`config.mk`:
```
export PLATFORM = sky130hd
export DESIGN_NAME = fcvt_s_w_pipe
export DESIGN_NICKNAME = d
export VERILOG_FILES = /design/src/rtl/fcvt_s_w_pipe.sv
export SDC_FILE = /design/constraint.sdc
export NUM_CORES = 1
export LEC_CHECK = 0
export BUFFER_PORTS_ARGS = -buffer_cell sky130_fd_sc_hd__buf_2
export CAP_MARGIN = 25
export CORE_AREA = 2 2 127 129
export DETAILED_ROUTE_END_ITERATION = 16
export DIE_AREA = 0 0 129 131
export GPL_TIMING_DRIVEN = 0
export PLACE_DENSITY = 0.8
export SYNTH_ARGS = -nofsm -noshare
export SYNTH_HDL_FRONTEND = slang
export SYNTH_SLANG_ARGS = --single-unit
```
`constraint.sdc`:
```
create_clock -name clk -period 6.5 [get_ports clk]
set_input_delay 1.625 -clock clk [delete_from_list [all_inputs] [get_ports clk]]
set_output_delay 1.625 -clock clk [all_outputs]
set_load 0.01 [all_outputs]
```
`src/rtl/fcvt_s_w_pipe.sv`:
```
// fcvt_s_w_pipe: 3-stage int32/uint32 -> binary32 converter, RNE.
// Valid/ready on both sides; all stages advance together.
module fcvt_s_w_pipe #(
  parameter bit ZERO_ON_IDLE = 1'b1
) (
  input  logic        clk,
  input  logic        rstn,
  input  logic [31:0] x1,
  input  logic        uns,
  input  logic        in_valid,
  output logic        in_ready,
  output logic [31:0] y,
  output logic        nx,
  output logic        out_valid,
  input  logic        out_ready
);

  typedef struct packed {
    logic        s;
    logic        z;
    logic [31:0] mag;
  } s1_t;

  typedef struct packed {
    logic        s;
    logic        z;
    logic [30:0] m;
    logic [7:0]  e;
  } s2_t;

  function automatic logic [4:0] clz(input logic [31:0] v);
    clz = 5'd0;
    for (int i = 0; i < 32; i++) begin
      if (v[i]) clz = 5'(31 - i);
    end
  endfunction

  logic        v1, v2, v3;
  s1_t         r1, n1;
  s2_t         r2, n2;
  logic [31:0] y3, y_n;
  logic        nx3, nx_n;
  logic        advance;
  logic [4:0]  lz;
  logic [22:0] frac;
  logic        g, st, up;
  logic [30:0] ef;

  assign advance  = ~v3 | out_ready;
  assign in_ready = advance;

  // Stage 1 next: sign and magnitude of the operand.
  always_comb begin
    n1     = '0;
    n1.s   = ~uns & x1[31];
    n1.mag = n1.s ? (~x1 + 32'd1) : x1;
    n1.z   = (x1 == 32'd0);
  end

  // Stage 2 next: normalize so the leading one sits at bit 31.
  always_comb begin
    n2   = '0;
    lz   = clz(r1.mag);
    n2.s = r1.s;
    n2.z = r1.z;
    n2.m = 31'(r1.mag << lz);
    n2.e = 8'd158 - {3'd0, lz};
  end

  // Stage 3 next: round to nearest even; carry ripples into exponent.
  always_comb begin
    frac = r2.m[30:8];
    g    = r2.m[7];
    st   = |r2.m[6:0];
    up   = g & (st | frac[0]);
    ef   = {r2.e, frac} + {30'd0, up};
    y_n  = r2.z ? 32'd0 : {r2.s, ef};
    nx_n = ~r2.z & (g | st);
  end

  // Stage 1 register: capture operand when accepted.
  always_ff @(posedge clk or negedge rstn) begin
    if (!rstn) begin
      v1 <= 1'b0;
      r1 <= '0;
    end else if (advance) begin
      v1 <= in_valid;
      if (in_valid) r1 <= n1;
    end
  end

  // Stage 2 register: normalized mantissa and biased exponent.
  always_ff @(posedge clk or negedge rstn) begin
    if (!rstn) begin
      v2 <= 1'b0;
      r2 <= '0;
    end else if (advance) begin
      v2 <= v1;
      r2 <= n2;
    end
  end

  // Stage 3 register: packed result and inexact flag.
  always_ff @(posedge clk or negedge rstn) begin
    if (!rstn) begin
      v3  <= 1'b0;
      y3  <= 32'd0;
      nx3 <= 1'b0;
    end else if (advance) begin
      v3  <= v2;
      y3  <= y_n;
      nx3 <= nx_n;
    end
  end

  assign out_valid = v3;
  assign y  = (ZERO_ON_IDLE && !v3) ? 32'd0 : y3;
  assign nx = (ZERO_ON_IDLE && !v3) ? 1'b0 : nx3;

endmodule

```
### Yosys cells after proc, flatten, opt, wreduce, memory -nomap -nowiden

Index checks and enable logic that the tools add are counted.

| storage, ports and cells | value |
|---|---|
| register bits | 111 |
| input port bits | 37 |
| logic and storage cells | 65 |

| operators by class | value |
|---|---|
| add/sub/neg operators | 3 |
| shift operators | 1 |
| multiplexer cells | 36 |
| bitwise operators | 10 |
| reductions and logical operators | 3 |

Operators with widths:

| operator | count |
|---|---|
| $mux W5 | 32 |
| $mux W32 | 3 |
| $add A32 B1 Y32 const B | 1 |
| $logic_not A32 Y1 | 1 |
| $not A32 Y32 | 1 |
| $shl A32 B5 Y31 | 1 |
| $add A31 B1 Y31 | 1 |
| $sub A8 B5 Y8 const A | 1 |
| $reduce_or A7 Y1 | 1 |
| $and A1 B1 Y1 | 3 |
| $not A1 Y1 | 3 |
| $or A1 B1 Y1 | 3 |
| $reduce_and A2 Y1 | 1 |
| $mux W1 | 1 |

### Logic depth before layout (Yosys ltp)

Gate-level depths: netlist (run 1).

| logic depth | value |
|---|---|
| depth in word-level cells | 33 |
| mapped depth | 13 |
| gate-level depth less buffers | 12 |

### Worst setup path after synthesis (run 1)

Ideal clock, no wire load.

| timing path | value |
|---|---|
| path type | input -> output |
| from | in out_ready |
| to | out in_ready |
| data arrival time | 2.618 ns |
| slack | 2.257 ns |
| stages on the path | 5 |
| buffers on the path | 3 |
| cell sequence | clkbuf_1 -> nor2b_1 -> clkbuf_1 -> clkinv_1 -> clkbuf_1 |

| between the ends | value |
|---|---|
| cells in the longest elaborated chain, start to end | 1 |

RTL lines:

| element | line | source |
|---|---|---|
| start, declared | 15 | `input logic out_ready` |
| $or A1 B1 Y1 | 49 | `assign advance = ~v3 \| out_ready;` |
| end, declared | 11 | `output logic in_ready,` |

No other way between the ends.

### Final worst setup path (run 1)

Ends and elaborated chain as after synthesis.

==> results of run 1 <==
[Yosys cell counts, types with 5 or more instances]
cell	n
sky130_fd_sc_hd__dfrtp_1	111
sky130_fd_sc_hd__a211o_1	6
sky130_fd_sc_hd__a22oi_1	6
sky130_fd_sc_hd__or4_1	8
sky130_fd_sc_hd__and2_1	11
sky130_fd_sc_hd__nand2_1	143
sky130_fd_sc_hd__o22ai_1	31
sky130_fd_sc_hd__nor2_1	63
sky130_fd_sc_hd__a221o_1	6
sky130_fd_sc_hd__nand4_1	10
sky130_fd_sc_hd__nor4_1	13
sky130_fd_sc_hd__xor2_1	32
sky130_fd_sc_hd__o21ai_0	54
sky130_fd_sc_hd__inv_1	38
sky130_fd_sc_hd__buf_2	18
sky130_fd_sc_hd__xnor2_1	28
sky130_fd_sc_hd__a21oi_1	41
sky130_fd_sc_hd__and3_1	6
sky130_fd_sc_hd__nor3_1	27
sky130_fd_sc_hd__nand2b_1	5
sky130_fd_sc_hd__o21ai_1	5
sky130_fd_sc_hd__mux2i_1	62
sky130_fd_sc_hd__o211ai_1	10
sky130_fd_sc_hd__nand3_1	24
sky130_fd_sc_hd__a22o_1	6
sky130_fd_sc_hd__clkbuf_1	41
sky130_fd_sc_hd__a211oi_1	5
sky130_fd_sc_hd__mux2_2	6
sky130_fd_sc_hd__nor2b_1	8
[layout make-up]
type / instances / area [sq um]
fillers: 1486 / 7020
multi-input cells: 697 / 4380
flip-flops and latches: 111 / 2780
repair buffers: 72 / 385
plain buffers: 70 / 327
well taps: 216 / 270
clock buffers: 12 / 246
inverters: 41 / 154
clock inverters: 4 / 36.3
[sequential cells by signal (all words and copies together) (netlist names)]
name       flops
frac          23
g              1
n2             2
nx3            1
out_valid      1
r1            32
r2            17
v1             1
v2             1
y3            32
[worst paths after layout]
| kind | end | cells after the start |
|---|---|---|
| max | in_ready | 6 |
| min | y3[31] | 2 |
| max reg2reg | frac[21] | 12 |
| min reg2reg | y3[31] | 2 |
| max in group asynchronous | r2[8] | 2 |
| min in group asynchronous | y3[14] | 1 |
[per-layer routing]
layer,global-route usage,up-vias
li1,-,3451
met2,0.454,268
met4,0.108,0
met1,0.330,3297
met5,0,-
met3,0.0444,48
[report_power, final]
| group | switching (mW) | internal [mW] | leakage [nW] |
|---|---|---|---|
| sequential | 0.197 | 0.944 | 1.36 |
| clock | 0.260 | 0.277 | 0.136 |
| combinational | 1.24 | 0.782 | 2.43 |
| total | 1.70 | 2.00 | 3.92 |
[critical path, cell delays in order]
cell and delay, ns:
sky130_fd_sc_hd__clkbuf_1 0.20, sky130_fd_sc_hd__nor2b_1 0.15, sky130_fd_sc_hd__clkbuf_1 0.37, sky130_fd_sc_hd__clkinv_1 0.47, sky130_fd_sc_hd__clkbuf_1 0.33, sky130_fd_sc_hd__buf_2 0.20
[logic make-up after synthesis]
kind of cell,after synthesis
AO/OA/AOI/OAI,224
XOR/XNOR,60
adder cells (fa/ha/maj),4
buffers and inverters,111
flip-flops,111
multiplexers,69
AND/OR/NAND/NOR,340
==> impl_results.md, run 1 <==
- Buffer type at the clock tree root: sky130_fd_sc_hd__clkbuf_16
- Top library cells by usage in the layout, fill and taps aside: sky130_fd_sc_hd__nand2_1 (143), sky130_fd_sc_hd__dfrtp_1 (111), sky130_fd_sc_hd__buf_2 (88)
- Synth Warn #: 0
- Number of cells after detailed placement: 1,207
- Highest Signal Layer: met4
- Outcome: complete, no violations
- Combinational family with the most area after synthesis: simple AND/OR/NAND/NOR gates
- Peak clock frequency supported by timing: about 200 MHz
- Via count of the first global-routing pass: roughly 6,800
- Pre-CTS WS: 1.56 ns
- Share of the synthesized area in compound gates (AO/OA/AOI/OAI): 0.197
- Fraction of layout instances using a drive strength above 1: 0.134
- Mapped Nets: 960
- Primary FF master, synth: sky130_fd_sc_hd__dfrtp_1
- DRT antenna net count: 0
- Drt initial violations: about 460
- Xor and xnor area share after synthesis: 0.0688
- Min-delay worst type: reg2reg
- Global-route wire length before repair: between 30,000 and 40,000 um
- Flops & latches, synth: 111
- CP startpoint: out_ready
- Fin worst setup slack: approximately 1.5 ns
- Detailed-placement wirelength estimate: 16,500 um
- Skew final: 0.0136 ns
- Crit path max fanout: 10
- Quantity of gates resized following cts: 0
- Final setup TNS: 0 ns
- Final total power: roughly 3.7 mW
- Fraction of the mapped netlist area in adder cells: 0.00655
- Most area-consuming cells after synthesis: sky130_fd_sc_hd__dfrtp_1 (36%), sky130_fd_sc_hd__mux2i_1 (8.1%), sky130_fd_sc_hd__nand2_1 (7.0%), sky130_fd_sc_hd__xor2_1 (3.7%), sky130_fd_sc_hd__o21ai_0 (3.5%)
- Avg WL per Cell: 17.5 um
- Post-synth top area share: 0.364
- Reg clk slew, reported paths: 0.06 ns
- Total length of routed met3 wires: 1190 um
- Final core area utilization: 0.550
- Total via count in the routed design: approximately 7,100
- Average instance area after synthesis: 8.31 sq um
- Final cycle utilization of the critical path: 0.768
- Relative max-transition margin: 0.478
- Post-Synth Simple-Gate Area: 0.208
- Final Wtd Congestion: 1.01
- Die area: 16,900 sq um
- CP required: 4.88 ns
- TritonCTS clock tree: built
- Worst reg2reg setup slack: 2.88 ns
- Total wire length: 21,400 um
- Signed area change from the synthesized netlist to the final layout: 12.3%
- Core ar.: 15,600 sq um
- Commonest non-fill, non-tap cell in the layout: sky130_fd_sc_hd__nand2_1
- Leakage power summed over all cells: 3.92 nW
- Total count of max-transition violations in the final report: 0
- Later-pin clock latency in the skew report: between 0.3 and 0.4 ns
- Die extent in y: around 130 um
- Worst hold margin: roughly 0.46 ns
- Drt pass-1 iters: 5
- # hold bufs at CTS: 0
- Global routing usage summed across all routing layers: 0.263
- Source of the worst hold timing path: y3[31]
- Number of top-level design ports: 72
- Initial antenna violation count: 0
- Global route overflow: 0
- Final hold violation count: 0
- Slew of the pin with the lowest slew margin: between 0.7 and 0.8 ns
- Post CTS Setup Buffer Count: 0
- Data arrival time at the worst-slack endpoint: 3.36 ns
- Count of inserted antenna diode cells: 0
- Gate Count Post-Synth: 919
- Multiplexer area fraction after synthesis: 0.0930
- Category of the worst setup path launch point: input pin
- Number of enable flip-flop cells after synthesis: 0
- DRC violation count after routing: 0
- Net count of the finished layout: 1,043
- Total length of routed met2 wires: 10,400 um
- Clock buffers created by TritonCTS: 9
- Die X-Extent: 129 um
- Starting density of the core: 0.490
- IR drop worst, VDD: 182 uV
- I/O Buffers: 70
- Async S/R FF share, synth: 1.00
- Post-Synthesis Cell Area: roughly 7600 sq um
- Fin area: 8580 sq um
- Setup-violating endpoint count in the final report: 0
- H-tree Lvls: 3
- Clock net sink count: 111
- Placed cell area: ~8300 sq um
- Kind of end point of the critical path: primary output
- Clk buf depth: 2
- Sequential cell area fraction in the yosys report: 0.364
- Cell type with the highest aggregate area in the netlist: sky130_fd_sc_hd__dfrtp_1
- Met1 routed wirelength after detailed routing: 9210 um
- Period minus WS final: 4.99 ns
- Type of the worst setup path: in2out
- Post-route insts no fill: 1,223
- Number of distinct library cell variants in the gate-level netlist after synthesis: 74
- Number of max-capacitance violations reported: 0
- Reg-to-reg critical path startpoint: r1[10]
- Total power divided by cell area: 432 nW/um^2
- RSZ-0062 raised after global routing: false
- Rows: 46
- Largest net degree at the start of global routing: 64
- Post-DR vias/cell: 5.78
(Power assumes the default switching activity.)
==> inputs of run 2 (changes only) <==
Settings changed: ABC_AREA set to 1.
Clock period 6.5 ns to 4.75 ns, I/O delays scaled along.
==> run 2 against run 1 <==
  * First-iteration DRC count rose by 23%
  * Non-clock buffer count fell by 16
  * Clock skew shrank 0.0041 ns
  * Critical endpoint is now y3[30]
  * Final cell count grew 18%
==> impl_results.md, run 2 <==
- Rows: 46 (unchanged)
- Final setup TNS: 0 ns (unchanged)
- Total wire length: 22,400 um (was 21,400 um)
- Global route overflow: 0 (unchanged)
- Reg clk slew, reported paths: 0.08 ns (was 0.06 ns)
- Clock net sink count: 111 (unchanged)
- TritonCTS clock tree: built (unchanged)
- Total length of routed met3 wires: 1040 um (was 1190 um)
- Global routing usage summed across all routing layers: 0.278 (was 0.263)
- Peak clock frequency supported by timing: roughly 240 MHz
- Number of distinct library cell variants in the gate-level netlist after synthesis: 41 (was 74)
- Setup-violating endpoint count in the final report: 0 (unchanged)
- Type of the worst setup path: reg2reg (was in2out)
- Cell depth of the worst min-delay path: 2 (unchanged)
- Buffer type at the clock tree root: sky130_fd_sc_hd__clkbuf_16 (unchanged)
- Signed area change from the synthesized netlist to the final layout: 12.9% (was 12.3%)
- DRT antenna net count: 0 (unchanged)
- Critical path's most frequent cell: sky130_fd_sc_hd__nand2_1 (was sky130_fd_sc_hd__clkbuf_1)
- Detailed-placement wirelength estimate: 17,900 um (was 16,500 um)
- Primary FF master, synth: sky130_fd_sc_hd__dfrtp_1 (unchanged)
- Global-route wire length before repair: 37,100 um (was 35,000 um)
- Relative max-transition margin: 0.417 (was 0.478)
- I/O Buffers: 70 (unchanged)
- DRC violation count after routing: 0 (unchanged)
- Total length of routed met2 wires: 11,100 um (was 10,400 um)
- RSZ-0062 raised after global routing: false (unchanged)
- Count of inserted antenna diode cells: 0 (unchanged)
- Later-pin clock latency in the skew report: 0.36 ns (about the same)
- Net count of the finished layout: 1,266 (was 1,043)
- Initial antenna violation count: 0 (unchanged)
- Most frequent cell after synthesis: sky130_fd_sc_hd__nand2_1 (unchanged)
- Clock buffers created by TritonCTS: 9 (unchanged)
- Die X-Extent: 129 um (unchanged)
- Largest net degree at the start of global routing: 57 (was 64)
- Average instance area after synthesis: 6.63 sq um (was 8.31 sq um)
- Final cycle utilization of the critical path: 0.875
- Fill cell instance count of the final layout: 1,571 (was 1,486)
- Core ar.: 15,600 sq um (unchanged)
- Cells on worst reg2reg path: 31 (was 12)
- Drt pass-1 iters: 5 (unchanged)
- # hold bufs at CTS: 0 (unchanged)
- H-tree Lvls: 3 (unchanged)
- Number of enable flip-flop cells after synthesis: 0 (unchanged)
- Die area: 16,900 sq um (unchanged)
- Slowest CP cell: sky130_fd_sc_hd__dfrtp_1 (was sky130_fd_sc_hd__clkinv_1)
- Pre-CTS WS: 0.530 ns (was 1.56 ns)
- Post-synth top area share: 0.367 (was 0.364)
- Drt initial violations: 558 (was 455)
- Min-delay worst type: reg2reg (unchanged)
- Total count of max-transition violations in the final report: 0 (unchanged)
- Total power divided by cell area: 552 nW/um^2 (was 432 nW/um^2)
- Final hold violation count: 0 (unchanged)
- Post-Synthesis Cell Area: 7570 sq um (was 7640 sq um)
- Number of max-capacitance violations reported: 0 (unchanged)
- Number of top-level design ports: 72 (unchanged)
- CP required: 4.98 ns (was 4.88 ns)
- Most area-consuming cells after synthesis: sky130_fd_sc_hd__dfrtp_1 (37%), sky130_fd_sc_hd__nand2_1 (16%), sky130_fd_sc_hd__nand3_1 (14%), sky130_fd_sc_hd__inv_1 (6.4%), sky130_fd_sc_hd__o21ai_0 (4.8%) (was sky130_fd_sc_hd__dfrtp_1 (36%), sky130_fd_sc_hd__mux2i_1 (8.1%), sky130_fd_sc_hd__nand2_1 (7.0%), sky130_fd_sc_hd__xor2_1 (3.7%), sky130_fd_sc_hd__o21ai_0 (3.5%))
- Mapped Nets: 1,183 (was 960)
- Skew final: 0.00944 ns (was 0.0136 ns)
- Starting density of the core: 0.485 (was 0.490)
- Data arrival time at the worst-slack endpoint: 4.38 ns (was 3.36 ns)
- Top library cells by usage in the layout, fill and taps aside: sky130_fd_sc_hd__nand2_1 (314), sky130_fd_sc_hd__nand3_1 (205), sky130_fd_sc_hd__inv_1 (128) (was sky130_fd_sc_hd__nand2_1 (143), sky130_fd_sc_hd__dfrtp_1 (111), sky130_fd_sc_hd__buf_2 (88))
- Most numerous cell types in the synthesized netlist: sky130_fd_sc_hd__nand2_1 (314), sky130_fd_sc_hd__nand3_1 (205), sky130_fd_sc_hd__inv_1 (128), sky130_fd_sc_hd__dfrtp_1 (111), sky130_fd_sc_hd__nor2_1 (82) (was sky130_fd_sc_hd__nand2_1 (143), sky130_fd_sc_hd__dfrtp_1 (111), sky130_fd_sc_hd__nor2_1 (63), sky130_fd_sc_hd__mux2i_1 (62), sky130_fd_sc_hd__o21ai_0 (54))
- Sequential cell area fraction in the yosys report: 0.367 (was 0.364)
- Fin area: 8540 sq um (was 8580 sq um)
- Fraction of layout instances using a drive strength above 1: 0.103 (was 0.134)
- Total via count in the routed design: 7,856 (was 7,064)
- Avg WL per Cell: 15.5 um (was 17.5 um)
- Fin worst setup slack: 0.595 ns (was 1.51 ns)
- Kind of end point of the critical path: flop (was primary output)
- Period minus WS final: 4.16 ns
- Flops & latches, synth: 111 (unchanged)
- Via count of the first global-routing pass: 7,619 (was 6,836)
- Leakage power summed over all cells: 4.35 nW (was 3.92 nW)
- Placed cell area: 8240 sq um (was 8300 sq um)
- Outcome: complete, no violations (unchanged)
- Category of the worst setup path launch point: flop (was input pin)
- Die extent in y: 131 um (unchanged)
- Worst hold margin: 0.446 ns (was 0.461 ns)
- Gate Count Post-Synth: 1,142 (was 919)
- Commonest non-fill, non-tap cell in the layout: sky130_fd_sc_hd__nand2_1 (unchanged)
- Worst reg2reg setup slack: 0.59 ns (was 2.88 ns)
- Slew of the pin with the lowest slew margin: 0.868 ns (was 0.775 ns)
- Cell type with the highest aggregate area in the netlist: sky130_fd_sc_hd__dfrtp_1 (unchanged)
- Clk buf depth: 2 (unchanged)
- Largest stage delay, worst path: 0.34 ns (was 0.47 ns)
- Async S/R FF share, synth: 1.00 (unchanged)
- IR drop worst, VDD: 239 uV (was 182 uV)
- Met1 routed wirelength after detailed routing: 9500 um (was 9210 um)
- Post-DR vias/cell: 5.43 (was 5.78)
- Highest Signal Layer: met4 (unchanged)
- Final Wtd Congestion: 0.992 (was 1.01)
- Synth Warn #: 0 (unchanged)
- Crit path max fanout: 3 (was 10)
run 2: cell types whose count changed after synthesis, sizes merged, moves of 17 or more:
cell	previous run	this run
a21oi	42	15
nand2	143	326
mux2i	62	0
nor2	63	93
xnor2	28	11
nand3	24	206
buf	29	10
o21ai	60	85
inv	40	132
run 2: where the power goes:
part | switching [mW] | internal, mW | total, mW
clock | 0.379 | 0.369 | 0.748
combinational | 1.60 | 0.780 | 2.38
sequential | 0.273 | 1.31 | 1.58
run 2: kinds of logic (layout without fill, tap and decap cells):
kind of cell	count (synthesis)	in the layout	synth area share
XOR/XNOR	30	30	0.0347
buffers and inverters	190	278	0.0948
AO/OA/AOI/OAI	144	144	0.107
adder cells (fa/ha/maj)	4	4	0.00662
flip-flops	111	111	0.367
AND/OR/NAND/NOR	663	663	0.390
run 2: what timing repair did:
| item | CTS | global route |
|---|---|---|
| setup endpoints to repair | 0 | 1 |
| gates resized for setup | 0 | 1 |
| buffers inserted | 0 | 0 |
run 2: final cells by class:
type	instances	area [sq um]	share of cell area
Sequential cell	111	2780	0.325
Multi-Input combinational cell	841	4080	0.478
Tap cell	216	270	0.0316
Clock inverter	7	61.3	0.00718
Buffer	54	206	0.0242
Clock buffer	9	225	0.0264
Timing Repair Buffer	72	408	0.0478
Inverter	136	510	0.0598
run 2: stage by stage:
| stage | util | total power [mW] | instances |
|---|---|---|---|
| 2_1_floorplan | - | 3.20 | 1142 |
| 3_3_place_gp | 0.525 | 3.87 | 1428 |
| 3_5_place_dp | 0.529 | 3.93 | 1430 |
| 4_1_cts | 0.547 | 4.68 | 1446 |
| 5_1_grt | 0.547 | 5.13 | 1446 |
| 6_report | 0.547 | 4.71 | 1446 |
run 2: critical path: cells and delay by family, from the launching register on:
family / cells / cell delay, ns
AND/OR/NAND/NOR: 25 / 3.01
adder cells (fa/ha/maj): 2 / 0.39
flip-flops: 1 / 0.34
buffers and inverters: 3 / 0.21
AO/OA/AOI/OAI: 1 / 0.08
run 2: per-layer routing:
metal / vias up / global-route usage
li1: 3910 / -
met1: 3616 / 0.333
met2: 279 / 0.501
met3: 51 / 0.0375
met4: 0 / 0.122
met5: - / 0
run 2: final timing paths:
| path | start | to |
|---|---|---|
| max in group asynchronous | rstn | r1[19] |
| min in group asynchronous | rstn | y3[30] |
| worst min register to register | v2 | out_valid |
| worst min-delay path | v2 | out_valid |
| worst max register to register | r2[11] | y3[30] |
| worst max-delay path | r2[11] | y3[30] |
